[config.mk]
export PLATFORM = sky130hd
export DESIGN_NAME = wide_add_sequencer
export DESIGN_NICKNAME = d
export VERILOG_FILES = /design/src/rtl/wide_add_pkg.sv /design/src/rtl/carry_skip16bit.sv /design/src/rtl/wide_add_sequencer.sv
export SDC_FILE = /design/constraint.sdc
export NUM_CORES = 1
export LEC_CHECK = 0
export ABC_AREA = 1
export CORE_MARGIN = 5
export CORE_UTILIZATION = 35
export DETAILED_ROUTE_END_ITERATION = 8
export PLACE_DENSITY = 0.58
export REMOVE_ABC_BUFFERS = 1
export SLEW_MARGIN = 20
export SYNTH_ARGS = -nofsm -noshare
export SYNTH_HDL_FRONTEND = slang
export SYNTH_SLANG_ARGS = --single-unit
[constraint.sdc]
create_clock -name clk -period 9.97 [get_ports clk]
set_input_delay 1.994 -clock clk [delete_from_list [all_inputs] [get_ports clk]]
set_output_delay 1.994 -clock clk [all_outputs]
set_load 0.02 [all_outputs]
[src/rtl/wide_add_pkg.sv]
// Shared definitions for the wide_add_sequencer block.
//   WORD_W    : width of the narrow adder slice
//   state_e   : sequencer FSM state encoding
//   cnt_width : word-counter width for a given word count (minimum 1)
package wide_add_pkg;

    localparam int unsigned WORD_W = 16;

    typedef enum logic [1:0] {
        IDLE = 2'd0,
        RUN  = 2'd1,
        DONE = 2'd2
    } state_e;

    // Counter width: clog2 of the word count, never narrower than one bit.
    function automatic int unsigned cnt_width(input int unsigned n);
        return (n <= 1) ? 1 : $clog2(n);
    endfunction

endpackage

[src/rtl/carry_skip16bit.sv]
// 16-bit carry-skip adder: four 4-bit ripple blocks, each with a bypass of
// the incoming block carry when every bit in the block propagates.
// Ports:
//   a, b   : 16-bit addends
//   cin    : carry-in
//   sum_c  : 16-bit sum (combinational)
//   cout_c : carry-out (combinational)
module carry_skip16bit (
    input  logic [15:0] a,
    input  logic [15:0] b,
    input  logic        cin,
    output logic [15:0] sum_c,
    output logic        cout_c
);

    localparam int unsigned BLK_W   = 4;
    localparam int unsigned NUM_BLK = 4;

    logic blk_cin;
    logic rip_c;
    logic prop;
    logic prop_all;

    // Ripple inside each block; the block carry-out skips when all bits propagate.
    always_comb begin
        sum_c    = '0;
        blk_cin  = cin;
        rip_c    = 1'b0;
        prop     = 1'b0;
        prop_all = 1'b1;
        for (int unsigned blk = 0; blk < NUM_BLK; blk++) begin
            rip_c    = blk_cin;
            prop_all = 1'b1;
            for (int unsigned bt = 0; bt < BLK_W; bt++) begin
                prop                   = a[blk*BLK_W+bt] ^ b[blk*BLK_W+bt];
                sum_c[blk*BLK_W+bt]    = prop ^ rip_c;
                rip_c                  = (a[blk*BLK_W+bt] & b[blk*BLK_W+bt]) | (prop & rip_c);
                prop_all               = prop_all & prop;
            end
            blk_cin = prop_all ? blk_cin : rip_c;
        end
    end

    assign cout_c = blk_cin;

endmodule

[src/rtl/wide_add_sequencer.sv]
// Multi-cycle wide adder: adds two NUM_WORDS x 16-bit operands one word per
// cycle (LSW first) through a single carry_skip16bit slice, with a registered
// carry between words and valid/ready handshakes on both sides.
// Optional build macro: WIDE_ADD_OVF_EN adds the signed-overflow output ovf.
// Ports:
//   clk, rst             : clock, asynchronous active-high reset
//   in_valid / in_ready  : operand handshake (in_ready high only in IDLE)
//   a, b, cin            : operands and carry-in, sampled on accept
//   out_valid / out_ready: result handshake (out_valid high only in DONE)
//   sum, cout            : registered result, held until the next result
//   busy                 : high in RUN or DONE
//   ovf                  : signed overflow (only with WIDE_ADD_OVF_EN)
module wide_add_sequencer
    import wide_add_pkg::*;
#(
    parameter int unsigned NUM_WORDS = 4
) (
    input  logic                        clk,
    input  logic                        rst,
    input  logic                        in_valid,
    output logic                        in_ready,
    input  logic [WORD_W*NUM_WORDS-1:0] a,
    input  logic [WORD_W*NUM_WORDS-1:0] b,
    input  logic                        cin,
    output logic                        out_valid,
    input  logic                        out_ready,
    output logic [WORD_W*NUM_WORDS-1:0] sum,
    output logic                        cout,
    output logic                        busy
`ifdef WIDE_ADD_OVF_EN
    ,
    output logic                        ovf
`endif
);

    localparam int unsigned W     = WORD_W * NUM_WORDS;
    localparam int unsigned CNT_W = cnt_width(NUM_WORDS);

    state_e             state_q;
    state_e             state_d;
    logic [W-1:0]       a_sh;
    logic [W-1:0]       b_sh;
    logic               carry_q;
    logic [CNT_W-1:0]   cnt_q;
    logic [WORD_W-1:0]  add_sum;
    logic               add_cout;
    logic [W-1:0]       sum_shift;
    logic               last_word;

    assign last_word = (cnt_q == CNT_W'(NUM_WORDS - 1));

    // Single narrow datapath slice.
    carry_skip16bit u_add (
        .a      (a_sh[WORD_W-1:0]),
        .b      (b_sh[WORD_W-1:0]),
        .cin    (carry_q),
        .sum_c  (add_sum),
        .cout_c (add_cout)
    );

    // Partial-sum shift register: new word enters from the top. It only
    // needs the NUM_WORDS-1 earlier words; the current word completes it.
    generate
        if (NUM_WORDS > 1) begin : g_multi
            logic [W-WORD_W-1:0] sum_sh;

            assign sum_shift = {add_sum, sum_sh};

            always_ff @(posedge clk or posedge rst) begin
                if (rst) begin
                    sum_sh <= '0;
                end else if (state_q == RUN) begin
                    sum_sh <= sum_shift[W-1:WORD_W];
                end
            end
        end else begin : g_single
            assign sum_shift = add_sum;
        end
    endgenerate

    // State register.
    always_ff @(posedge clk or posedge rst) begin
        if (rst) begin
            state_q <= IDLE;
        end else begin
            state_q <= state_d;
        end
    end

    // Next-state logic.
    always_comb begin
        state_d = state_q;
        case (state_q)
            IDLE:    if (in_valid)  state_d = RUN;
            RUN:     if (last_word) state_d = DONE;
            DONE:    if (out_ready) state_d = IDLE;
            default: state_d = IDLE;
        endcase
    end

    // Handshake flags decode straight from the state register.
    assign in_ready  = (state_q == IDLE);
    assign out_valid = (state_q == DONE);
    assign busy      = (state_q == RUN) || (state_q == DONE);

    // Operand capture, word sequencing and result registers.
    always_ff @(posedge clk or posedge rst) begin
        if (rst) begin
            a_sh    <= '0;
            b_sh    <= '0;
            carry_q <= 1'b0;
            cnt_q   <= '0;
            sum     <= '0;
            cout    <= 1'b0;
`ifdef WIDE_ADD_OVF_EN
            ovf     <= 1'b0;
`endif
        end else begin
            case (state_q)
                IDLE: begin
                    if (in_valid) begin
                        a_sh    <= a;
                        b_sh    <= b;
                        carry_q <= cin;
                        cnt_q   <= '0;
                    end
                end
                RUN: begin
                    a_sh    <= a_sh >> WORD_W;
                    b_sh    <= b_sh >> WORD_W;
                    carry_q <= add_cout;
                    cnt_q   <= cnt_q + CNT_W'(1);
                    if (last_word) begin
                        sum  <= sum_shift;
                        cout <= add_cout;
`ifdef WIDE_ADD_OVF_EN
                        // Top word is in the low slice now: same-sign inputs, different-sign result.
                        ovf  <= (a_sh[WORD_W-1] == b_sh[WORD_W-1]) &&
                                (add_sum[WORD_W-1] != a_sh[WORD_W-1]);
`endif
                    end
                end
                default: ;
            endcase
        end
    end

endmodule

==> results.yml <==
critical_path:
  worst-r2r-cell-count: 28
  crit_fanout: 2
  r2r_slack_ns: 1.91
  critPathMaxStageDelay_ns: 0.41
  crit_arrival_ns: 8.51
  start_kind: "flip-flop"
  r2r_end: "g_multi.sum_sh[47]$_DFFE_PP0P_"
  crit_slowest_cell: "fa_1"
  path_common_cell: "fa_1"
  cp_num_buf_inv: 5
  worstReg2RegStart: "a_sh[0]$_DFFE_PP0P_"
  worst_setup_path_end_kind: "flip-flop"
  critPathKind: "flip-flop to flip-flop"
  critPathTopFamily: "adder cells"
  critPathRequiredTime_ns: 10.42
sta:
  rsz0062_at_grt: "false"
  clock_skew_ns: 0.01087
  period_minus_slack_ns: 8.059
  fmax_mhz: 124.1
  slew_viol_final: 0
  max_slew_margin_pct: 33.67
  setup_viol: 0
  worstMarginPinSlew_ns: 0.9950
  setup_tns_ns: 0
  hold_viol: 0
  period_share_pct: 80.84
yosys:
  ys_seq_area_share_pct: 56.83
  synth_warnings: 0
  synthCells: 1186
  ys_types: 26
  syn-cell-area_mm2: 0.01083
  yosysTopAreaCell: "dfrtp_1"
  synthTopCellsByArea: "dfrtp_1 (57%), nand2_1 (14%), a31oi_1 (4.9%)"
  ys_seq_elements: 246
  synth.avg_cell_area_um2: 9.134
  yosys.area.top_type_share_pct: 56.83
clocking:
  cts_setup_buffers: 0
  clkSinkCount: 246
  path_clk_slew_ns: 0.06
  cts_made_buffers: 27
  cts_hold_buffers: 0
  htree_num_levels: 1
  cts_tree: "done"
  clock_latency_ns: 0.53
  cts_buffer_depth: 3
  cts-root-buf: "clkbuf_16"
  cts-resized-gates: 0
global_routing:
  grt_util_all_layers_pct: 14.89
  antenna_found_initial: 1
  grt_use_met1_pct: 20.85
  grt_pass1_vias: 8092
  met2_usage_pct: 23.80
  grt_max_degree: 128
  gr-max-usage-layer: "met2"
  grt.met3_usage_pct: 2.873
  grt_first_pass_wirelength_um: 42430
  grt-ovfl-total: 0
drt:
  ant_nets: 0
  route.detailed.drc: 0
  viasPerCell: 4.582
  vias: 8087
  dr.pass1.iters: 4
  drt_wl_total_um: 25830
  routedWlPerCell_um: 14.64
  first_iter_violations: 350
die:
  die_area_mm2: 0.03457
  core_mm2: 0.03059
  ioPinCount: 201
  placementRows: 64
  initial_core_util_pct: 35.41
  die_h_um: 185.9
  die_width_um: 185.9
final_layout:
  fillers: 3056
  final_common_cell: "nand2_1"
  layout_common_cells: "nand2_1 (404), dfrtp_1 (246), clkdlybuf4s50_1 (200), o21ai_0 (94), nor2_1 (87)"
  syn_to_final_growth_pct: 28.48
  final_layout_size_suffix_gt1_share_pct: 5.551
  n_antenna_cell: 0
  nets: 1517
min_path:
  hold_start: "g_multi.sum_sh[37]$_DFFE_PP0P_"
  min_path_cells: 2
  worst_hold_path_type: "flip-flop to flip-flop"
  min_delay_worst_endpoint: "g_multi.sum_sh[21]$_DFFE_PP0P_"
power_and_ir_drop:
  p_total_w: 0.004811
  vdd_drop_max_mv: 0.1751
  power.density_mw_per_mm2: 345.7
  p_leak_nw: 6.289
placed_design:
  place_congestion: 0.7479
  portBuffers: 200
  dpl.hpwl_um: 17270
flow_run:
  maxCapViolCount: 0
status:
  status: "finished, final reports clean"
final cells by class:
type                    count  area (um^2)  share of cell area [%]
well taps                 396        495.5                   3.560
multi-input cells         788         3971                   28.53
flip-flops and latches    246         6156                   44.23
repair buffers            209         2090                   15.01
inverters                  76        295.3                   2.122
clock inverters             8        78.83                  0.5663
clock buffers              42        832.0                   5.978
worst max path at each step:
stage,startpoint,end,slack [ns],depth (start not counted)
after floorplan,rst,a_sh[0]$_DFFE_PP0P_,1.22,1
after global placement,a_sh[0]$_DFFE_PP0P_,g_multi.sum_sh[47]$_DFFE_PP0P_,1.98,28
after detailed placement,a_sh[0]$_DFFE_PP0P_,g_multi.sum_sh[47]$_DFFE_PP0P_,1.87,28
after CTS,b_sh[0]$_DFFE_PP0P_,g_multi.sum_sh[47]$_DFFE_PP0P_,1.85,28
after global routing,a_sh[0]$_DFFE_PP0P_,g_multi.sum_sh[47]$_DFFE_PP0P_,1.48,28
final,a_sh[0]$_DFFE_PP0P_,g_multi.sum_sh[47]$_DFFE_PP0P_,1.91,28
worst reg2reg max path, delay by kind of cell (launching register included):
kind / cells / cell delay (ns)
adder cells (fa/ha/maj): 16 / 5.94
AND/OR/NAND/NOR: 5 / 0.99
flip-flops: 1 / 0.38
buffers and inverters: 5 / 0.34
AO/OA/AOI/OAI: 2 / 0.33
cells in the mapped netlist (all sizes together):
library cell and n:
fa 16, dfrtp 246, buf 44, nand4 1, or2 4, o211ai 12
nor2 87, and2 1, clkbuf 32, clkinv 1, inv 75, o21bai 1
a31oi 84, o21ai 116, ha 20, nand3 36, o221ai 1, a21oi 2
nand2 407
power breakdown:
part           internal (W)  switching [W]
registers           0.00148       0.000275
clock network      0.000599       0.000404
logic              0.000814        0.00124
total               0.00289        0.00192
cell families after synthesis:
kind of cell               Yosys count  share of synthesized area, %
adders and majority gates           36                         5.267
buffers and inverters              152                         6.757
and+or+nand+nor                    536                         19.31
AOI/OAI and AO/OA                  216                         11.84
DFF                                246                         56.83
state kept, by name, indices dropped and copies added (netlist names):
register and cells:
state_q 2, g_multi.sum_sh 48, a_sh 64, carry_q 1
b_sh 64, cout 1, sum 64, cnt_q 2
stage by stage:
step	hold slack, ns	area (um^2)	setup slack [ns]	std cells	util [%]
floorplan	0.4459	10390	1.218	1110	-
global placement	0.4575	12980	1.979	1714	42.43
detailed placement	0.4653	12980	1.867	1714	42.43
CTS	0.4814	13890	1.851	1764	45.41
global route	0.4977	13920	1.483	1765	45.50
finish	0.4752	13920	1.911	1765	45.50
per-layer routing:
metal  routed length [um]  up-vias
met3                 1132       46
met2                12260      139
met4                  710        2
met1                11720     3744
li1                     -     4156
met5                    7        -
Note: power is estimated with default switching activity, not from simulation.
